<file path="config.mk">
export PLATFORM = sky130hd
export DESIGN_NAME = ats21_cmd_rx
export DESIGN_NICKNAME = d
export VERILOG_FILES = /design/src/rtl/ats21_cmd_rx.sv
export SDC_FILE = /design/constraint.sdc
export NUM_CORES = 1
export LEC_CHECK = 0
export ABC_AREA = 1
export BUFFER_PORTS_ARGS = -buffer_cell sky130_fd_sc_hd__buf_2
export CAP_MARGIN = 20
export CORE_UTILIZATION = 35
export CTS_CLUSTER_DIAMETER = 30
export DETAILED_ROUTE_END_ITERATION = 12
export GPL_ROUTABILITY_DRIVEN = 0
export HOLD_SLACK_MARGIN = 0.06
export PLACE_DENSITY_LB_ADDON = 0.08
export SETUP_SLACK_MARGIN = 0.2
export SYNTH_ARGS = -nofsm -noshare
export SYNTH_HDL_FRONTEND = slang
export SYNTH_SLANG_ARGS = --single-unit
export TNS_END_PERCENT = 100
</file>
<file path="constraint.sdc">
create_clock -name clk -period 1.9 [get_ports clk]
set_clock_uncertainty 0.1 [all_clocks]
set_input_delay 0.285 -clock clk [delete_from_list [all_inputs] [get_ports clk]]
set_output_delay 0.285 -clock clk [all_outputs]
set_load 0.02 [all_outputs]
</file>
<file path="src/rtl/ats21_cmd_rx.sv">
// ATS21 command receiver: captures a two-slot instruction word over two cycles, then
// validates, decodes and issues each slot to the ATS21 core over a valid/ready handshake.
module ats21_cmd_rx #(
  parameter logic [3:0] NONE_CLK_ID = 4'hF
) (
  input  logic        clk,
  input  logic        reset,
  input  logic        req,
  input  logic [15:0] ctrlA,
  input  logic [15:0] ctrlB,
  output logic        ready,
  output logic [1:0]  stat,
  output logic        cmd_valid,
  input  logic        cmd_ready,
  output logic        cmd_src,
  output logic [2:0]  cmd_op,
  output logic [4:0]  cmd_id,
  output logic [3:0]  cmd_clk,
  output logic [1:0]  cmd_flag,
  output logic [15:0] cmd_val,
  output logic [4:0]  mode
);

  typedef enum logic [2:0] {
    IDLE  = 3'd0,
    HI    = 3'd1,
    LO    = 3'd2,
    ISS_A = 3'd3,
    ISS_B = 3'd4
  } state_t;

  // Only the upper-half bits that carry meaning are kept (u[5:4] is reserved).
  typedef struct packed {
    logic [2:0] op;
    logic [4:0] sel;
    logic [1:0] attr;
    logic [3:0] clk_no;
  } upper_t;

  typedef struct packed {
    logic [2:0]  op;
    logic [4:0]  id;
    logic [3:0]  clk_no;
    logic [1:0]  flag;
    logic [15:0] val;
  } cmd_t;

  typedef struct packed {
    logic issue;
    logic rej;
    logic ill;
    cmd_t cmd;
  } slot_t;

  function automatic slot_t decode(input upper_t u, input logic [15:0] l,
                                   input logic [4:0] m, input logic src);
    slot_t d;
    logic  allow_clk;
    logic  allow_tmr;
    d         = '0;
    allow_clk = m[4] & (src ? m[1] : m[0]);
    allow_tmr = m[4] & (src ? m[3] : m[2]);
    d.cmd.op  = u.op;
    case (u.op)
      3'b001: begin
        d.issue = allow_clk;
        d.cmd.id = {1'b0, u.sel[4:1]};
        d.cmd.flag = u.attr;
        d.cmd.clk_no = NONE_CLK_ID;
      end
      3'b010: begin
        d.issue = allow_clk;
        d.cmd.id = {1'b0, u.sel[4:1]};
        d.cmd.flag = {u.attr[1], 1'b0};
        d.cmd.clk_no = NONE_CLK_ID;
      end
      3'b101: begin
        d.issue = allow_tmr;
        d.cmd.id = u.sel;
        d.cmd.flag = {u.attr[1], 1'b0};
        d.cmd.clk_no = u.clk_no;
        d.cmd.val = l;
      end
      3'b110: begin
        d.issue = allow_tmr;
        d.cmd.id = u.sel;
        d.cmd.flag = 2'b00;
        d.cmd.clk_no = u.clk_no;
        d.cmd.val = l;
      end
      3'b111: begin
        d.issue = allow_tmr;
        d.cmd.id = u.sel;
        d.cmd.flag = {u.attr[1], 1'b0};
        d.cmd.clk_no = NONE_CLK_ID;
      end
      3'b100:  d.ill = 1'b1;
      default: d.issue = 1'b0;
    endcase
    d.rej = (u.op == 3'b001 || u.op == 3'b010 || u.op == 3'b101 ||
             u.op == 3'b110 || u.op == 3'b111) & ~d.issue;
    if (!d.issue) begin
      d.cmd = '0;
    end
    return d;
  endfunction

  state_t      state_r;
  upper_t      upa_r;
  upper_t      upb_r;
  logic [15:0] lob_r;
  logic [4:0]  mode_r;
  logic        ill_r;
  logic        rej_r;
  logic        ready_r;
  logic [1:0]  stat_r;
  logic        cmd_valid_r;
  logic        cmd_src_r;
  cmd_t        cmd_r;

  logic        done_s;
  logic [4:0]  mode_a_s;
  slot_t       dec_a_s;
  slot_t       dec_b_s;

  // Slot B is checked against the mode left behind by slot A of the same transaction.
  assign done_s   = ~cmd_valid_r | cmd_ready;
  assign mode_a_s = (upa_r.op == 3'b011) ? upa_r.sel : mode_r;
  assign dec_a_s  = decode(upa_r, ctrlA, mode_r, 1'b0);
  assign dec_b_s  = decode(upb_r, lob_r, mode_a_s, 1'b1);

  // Transaction sequencer with registered command, status and mode outputs.
  always_ff @(posedge clk or negedge reset) begin
    if (!reset) begin
      state_r     <= IDLE;
      upa_r       <= '0;
      upb_r       <= '0;
      lob_r       <= 16'h0000;
      mode_r      <= 5'b11111;
      ill_r       <= 1'b0;
      rej_r       <= 1'b0;
      ready_r     <= 1'b1;
      stat_r      <= 2'b00;
      cmd_valid_r <= 1'b0;
      cmd_src_r   <= 1'b0;
      cmd_r       <= '0;
    end else begin
      case (state_r)
        IDLE: begin
          if (req) begin
            state_r <= HI;
            ready_r <= 1'b0;
          end
        end
        HI: begin
          upa_r   <= {ctrlA[15:6], ctrlA[3:0]};
          upb_r   <= {ctrlB[15:6], ctrlB[3:0]};
          state_r <= LO;
        end
        LO: begin
          lob_r       <= ctrlB;
          ill_r       <= dec_a_s.ill;
          rej_r       <= dec_a_s.rej;
          cmd_valid_r <= dec_a_s.issue;
          cmd_src_r   <= 1'b0;
          cmd_r       <= dec_a_s.cmd;
          state_r     <= ISS_A;
        end
        ISS_A: begin
          if (done_s) begin
            mode_r      <= mode_a_s;
            ill_r       <= ill_r | dec_b_s.ill;
            rej_r       <= rej_r | dec_b_s.rej;
            cmd_valid_r <= dec_b_s.issue;
            cmd_src_r   <= dec_b_s.issue;
            cmd_r       <= dec_b_s.cmd;
            state_r     <= ISS_B;
          end
        end
        ISS_B: begin
          if (done_s) begin
            if (upb_r.op == 3'b011) begin
              mode_r <= upb_r.sel;
            end
            stat_r      <= ill_r ? 2'b10 : (rej_r ? 2'b01 : 2'b00);
            cmd_valid_r <= 1'b0;
            cmd_src_r   <= 1'b0;
            cmd_r       <= '0;
            ready_r     <= 1'b1;
            state_r     <= IDLE;
          end
        end
        default: begin
          cmd_valid_r <= 1'b0;
          cmd_src_r   <= 1'b0;
          cmd_r       <= '0;
          ready_r     <= 1'b1;
          state_r     <= IDLE;
        end
      endcase
    end
  end

  assign ready     = ready_r;
  assign stat      = stat_r;
  assign mode      = mode_r;
  assign cmd_valid = cmd_valid_r;
  assign cmd_src   = cmd_src_r;
  assign cmd_op    = cmd_r.op;
  assign cmd_id    = cmd_r.id;
  assign cmd_clk   = cmd_r.clk_no;
  assign cmd_flag  = cmd_r.flag;
  assign cmd_val   = cmd_r.val;

endmodule

</file>
### Word-level counts from Yosys, hierarchy flattened

Index checks and enable logic that the tools add are counted.

| storage, ports and cells | value |
|---|---|
| flip-flop bits (word level) | 89 |
| input port bits | 36 |

| cells by class | value |
|---|---|
| equal/unequal tests | 23 |
| mux-type cells | 35 |
| bitwise logic cells | 14 |
| reductions and logical operators | 26 |

Operators by type and width:

| cell | count |
|---|---|
| 2-to-1 mux 30 bit | 4 |
| case mux 30 bit (4 select lines) | 1 |
| case mux 11 bit (5 select lines) | 2 |
| 2-to-1 mux 16 bit | 2 |
| equality test 3 bit, second input constant | 9 |
| 2-to-1 mux 5 bit | 4 |
| equality test 3 x 2 -> 1 bit, second input constant | 6 |
| case mux 3 bit (5 select lines) | 1 |
| inequality test 2 bit, second input constant | 5 |
| case mux 5 bit (2 select lines) | 1 |
| OR reduction 2 bit | 5 |
| equality test 3 x 1 -> 1 bit, second input constant | 3 |
| 2-to-1 mux 1 bit | 9 |
| 2-to-1 mux 3 bit | 3 |
| AND reduction 3 bit | 3 |
| OR reduction 3 bit | 3 |
| logical OR 1 bit | 8 |
| case mux 1 bit (2 select lines) | 4 |
| AND 1 bit | 6 |
| case mux 1 bit (3 select lines) | 2 |
| inverter 1 bit | 5 |
| AND reduction 5 bit | 1 |
| case mux 1 bit (4 select lines) | 1 |
| AND reduction 2 bit | 2 |
| other kinds (5) | 8 |

### Depth between registers and ports, before layout

| logic depth | value |
|---|---|
| depth in word-level cells | 9 |
| depth in mapped cells | 13 |

### Worst setup path after synthesis

Ideal clock, no wire load.

| path | value |
|---|---|
| path type | flip-flop to flip-flop |
| start | register upa_r[12] (netlist bit) |
| end | register cmd_r, in the netlist cmd_val[10] |
| arrival time | 1.673 ns |
| data required time | 1.734 ns |
| slack | 0.062 ns |
| stages on the path, launching flop included | 13 |
| period minus slack after synthesis | 1.838 ns |
| cells stage by stage | dfrtp_1 inv_1 ha_1 nor2_2 o21ai_2 nand2_1 inv_2 nor2_4 buf_6 nand3_2 nand2_1 nand2_1 nand2_1 |

| on the way | value |
|---|---|
| word-level cells in the longest chain between the ends | 7 |
| elaborated cells on any way between the ends | 19 |
| classes of those cells | eq/ne: 6; mux: 8; bitwise: 2; reduce/logical: 3 |

RTL lines:

| what | line | RTL |
|---|---|---|
| start: declaration | 109 | `upper_t upa_r;` |
| start signal: assignment | 156 | `upa_r <= {ctrlA[15:6], ctrlA[3:0]};` |
| equality test 3 x 2 -> 1 bit | 128 | `assign mode_a_s = (upa_r.op == 3'b011) ? upa_r.sel : mode_r;` |
| 2-to-1 mux 5 bit | 128 |  |
| AND 1 bit, on equally long branches | 62, 61 |  |
| case mux 1 bit (2 select lines) | 64 | `case (u.op)` |
| 2-to-1 mux 30 bit | 102 | `if (!d.issue) begin` |
| 2-to-1 mux 30 bit | 170 | `if (done_s) begin` |
| case mux 30 bit (4 select lines) * | 148 | `case (state_r)` |
| end signal: assignment | 166 | `cmd_r <= dec_a_s.cmd;` |
| end signal: assignment | 176 | `cmd_r <= dec_b_s.cmd;` |
| end: declaration | 119 | `cmd_t cmd_r;` |

Mark *: on every way between the ends. The rest lies on a longest branch, timed or not. The select of a mux whose other input is x is not followed.
A chain may end at the register's enable or synchronous reset.

### Final worst setup path

| path | value |
|---|---|
| start | register upa_r[12] (netlist bit) |
| end | register cmd_r, in the netlist cmd_val[6] |

The elaborated chain is that of the path after synthesis.

==> summary.txt <==
Placed design
  – Detailed Place HPWL: 10,000 µm
  – DP Cell Count: 837
  – Count of buffers from port buffering: 75

Synth
  – Post-Synthesis Net Count: 627
  – EDFF count, synth: 0
  – Synth top area cells: dfrtp_1, nand2_1, nand3_1
  – Async set or reset register ratio after synthesis: 100%
  – Yosys top cell by area: dfrtp_1
  – Area fraction of the dominant cell type after synthesis: 46.6%
  – Count leader, synth: nand2_1
  – Ys Warns: 0
  – Yosys cell types: 26
  – Commonest cells in the synthesized netlist: nand2_1, dfrtp_1, nand3_1
  – Mapped Cells: 587
  – Yosys reg bits: 89
  – Seq/Total Area, Yosys: 50.2%
  – Synthesized area: 4450 µm²
  – Primary FF master, synth: dfrtp_1
  – Post-Synthesis Mean Instance Area: 7.59 µm²

Final layout
  – Layout net count: 743
  – Post-route insts no fill: 876
  – Share of layout cells above drive strength 1: 27.7%
  – Area of the multi-input gates: 2080 µm²
  – # diodes: 0
  – Reg area: 2240 µm²
  – Layout area overhead: 32.6%
  – Fill cells: 1,287

Timing
  – Final hold violations: 0
  – Ratio of final minimum period to clock period: 102%
  – # setup viols final: 8
  – Min cycle time layout: 1.93 ns
  – Final Max Slew Viols: 0
  – Least-Margin Pin Slew: 0.361 ns
  – Fmax: 518 MHz
  – Final setup margin: -0.0303 ns
  – Slew headroom: 75.8%
  – Hold slack: 0.0758 ns
  – Unrepaired setup endpoints after global routing: yes

Floorplanning
  – Initial Util: 36.5%
  – Die width: 115 µm
  – Core ar.: 12,200 µm²
  – Full die area: 13,200 µm²
  – Rows: 40
  – Die Ht: 115 µm
  – Top Ports: 76

Clocking
  – CTS tree: done
  – Clock root buffer: clkbuf_16
  – Max clock buf depth: 2
  – H-tree Lvls: 3
  – CTS buffer count: 9
  – Worst-skew pair later-pin latency: 0.35 ns
  – Clk slew on worst S/H paths: 0.07 ns
  – Clock Sinks: 89

Worst setup path
  – Setup CP Type: reg2reg
  – Crit. End Element: register
  – Critical-path top delay cell: dfrtp_1
  – Crit-path cells: inv_2, ha_1, nor2_1, nor2_2, nand2_2, nor2_4, clkbuf_16, nand3_1, nand2_1, nand2_1, nand2_1
  – Required time worst endpoint: 2.09 ns
  – Crit-path max FO: 12
  – WP data arrival: 2.12 ns
  – Worst Setup Start Kind: register
  – Critical path's largest stage delay: 0.42 ns
  – Most frequent CP cell: nand2_1

Route
  – Drt drc: 0
  – DR iter-0 viols: 216
  – Routed Antenna Nets: 0
  – WL final: 14,000 µm
  – Wirelength per Cell: 16.0 µm
  – DR vias: 4,278
  – Vias/cell: 4.88
  – TritonRoute pass-1 iters: 7

GRT
  – Met2 usage in global routing: 37.3%
  – First-pass GRT wire length: 22,100 µm
  – Grt met3 use: 3.85%
  – Largest net degree at the start of global routing: 56
  – Busiest grt layer: met2
  – Global-route usage over all layers: 23.0%
  – Number of antenna violations at the first check in global routing: 0
  – GRT met1 Usage: 29.4%
  – Grt ovf: 0
  – Vias in the first global route: 4,117

Status
  – Failing checks: negative setup slack
  – Status: complete, but fails checks

Pwr
  – Cell Pwr Density: 1530 nW/µm²
  – Peak supply drop: 734 µV
  – Lkg Pwr: 3.17 nW

Hold path
  – Worst min path class: in2reg

Run
  – MaxCap Viol Count: 0
[registers in the layout (all words and copies together), names as in the netlist]
name and cells:
stat 2, cmd_op 3, rej_r 1, cmd_id 5, lob_r 16, ready 1
state_r 3, cmd_src 1, cmd_val 16, ill_r 1, cmd_flag 2, upa_r 14
cmd_clk 4, upb_r 14, cmd_valid 1, mode 5
[kinds of logic (layout without fill, tap and decap cells)]
kind of cell             after synthesis  count (layout)  share of synthesized area [%]
flip-flops                            89              89                           50.2
adder cells (fa/ha/maj)                4               4                           1.12
buffers and inverters                 64             185                           6.49
AO/OA/AOI/OAI                         64              64                           7.53
AND/OR/NAND/NOR                      366             366                           34.7
[power breakdown]
part,leakage (nW),total (mW),switching (mW),internal (mW)
logic,1.90,4.13,2.70,1.43
clock network,0.135,1.74,0.829,0.912
registers,1.13,3.14,0.579,2.56
[metrics by stage]
| stage | power [mW] | util (%) | instance area, µm² | setup WS, ns | TNS [ns] |
|---|---|---|---|---|---|
| floorplan | 5.41 | - | 4490 | 0.123 | 0 |
| global placement | 6.96 | 42.8 | 5230 | -0.0267 | -0.0658 |
| detailed placement | 6.96 | 42.8 | 5230 | -0.0552 | -0.239 |
| CTS | 8.92 | 47.2 | 5770 | -0.00723 | -0.0199 |
| global route | 9.72 | 48.4 | 5910 | -0.124 | -2.41 |
| finish | 9.01 | 48.4 | 5910 | -0.0303 | -0.0998 |
[critical path, delay by kind of cell (launching register included)]
family	cells	cell delay [ns]
buf+inv	2	0.31
flops	1	0.42
fa+ha+maj	1	0.28
simple gates	8	0.76
[final cells by class]
type / instances / area share (%)
inverter: 39 / 2.48
multi-input combinational: 434 / 35.2
clock buffer: 9 / 3.81
sequential: 89 / 37.9
clock inverter: 7 / 1.04
timing repair buffer: 130 / 16.0
tap: 168 / 3.56
[cells in the final DEF, fill, tap and decap left out, types with 2 or more instances in the layout]
| cell | count |
|---|---|
| nand2_1 | 247 |
| dfrtp_1 | 80 |
| buf_2 | 74 |
| nand3_1 | 53 |
| o21ai_0 | 42 |
| inv_1 | 32 |
| buf_4 | 31 |
| nor2_1 | 21 |
| nand3_2 | 16 |
| nand2_2 | 14 |
| dlygate4sd3_1 | 12 |
| clkbuf_16 | 11 |
| a21oi_1 | 8 |
| inv_2 | 7 |
| o21ai_1 | 7 |
| dfstp_2 | 6 |
| nor2_4 | 5 |
| buf_12 | 5 |
| buf_6 | 5 |
| nor2_2 | 4 |
| ha_4 | 3 |
| inv_6 | 3 |
| dfrtp_2 | 3 |
| a31oi_1 | 2 |
| nand3b_1 | 2 |
| o211ai_1 | 2 |
| clkinvlp_4 | 2 |
[path summary, 6_finish.rpt]
kind / depth (start not counted) / slack (ns) / start / to
max: 11 / -0.03 / upa_r[12]$_DFFE_PN0P_ / cmd_val[6]$_DFFE_PN0P_
min: 3 / 0.08 / ctrlB[13] / upb_r[11]$_DFFE_PN0P_
max reg2reg: 11 / -0.03 / upa_r[12]$_DFFE_PN0P_ / cmd_val[6]$_DFFE_PN0P_
min reg2reg: 2 / 0.38 / cmd_id[0]$_DFFE_PN0P_ / cmd_id[0]$_DFFE_PN0P_
max in group asynchronous: 3 / 0.86 / reset / ready$_DFFE_PN1P_
min in group asynchronous: 2 / 0.24 / reset / stat[0]$_DFFE_PN0P_
[timing repair]
item	4_1_cts	5_1_grt
endpoints found under the hold margin	100	0
buffers inserted	6	2
pin swaps	2	3
cloned	1	2
endpoints found under the setup margin	36	38
hold buffers	12	0
gates resized for setup	24	21
[layer usage]
layer	vias up	part of all wire, %
met3	40	4.8
met1	1984	43
li1	2107	-
met4	0	4.1
met2	147	48
met5	-	0
Power figures use the tool's default switching activity.
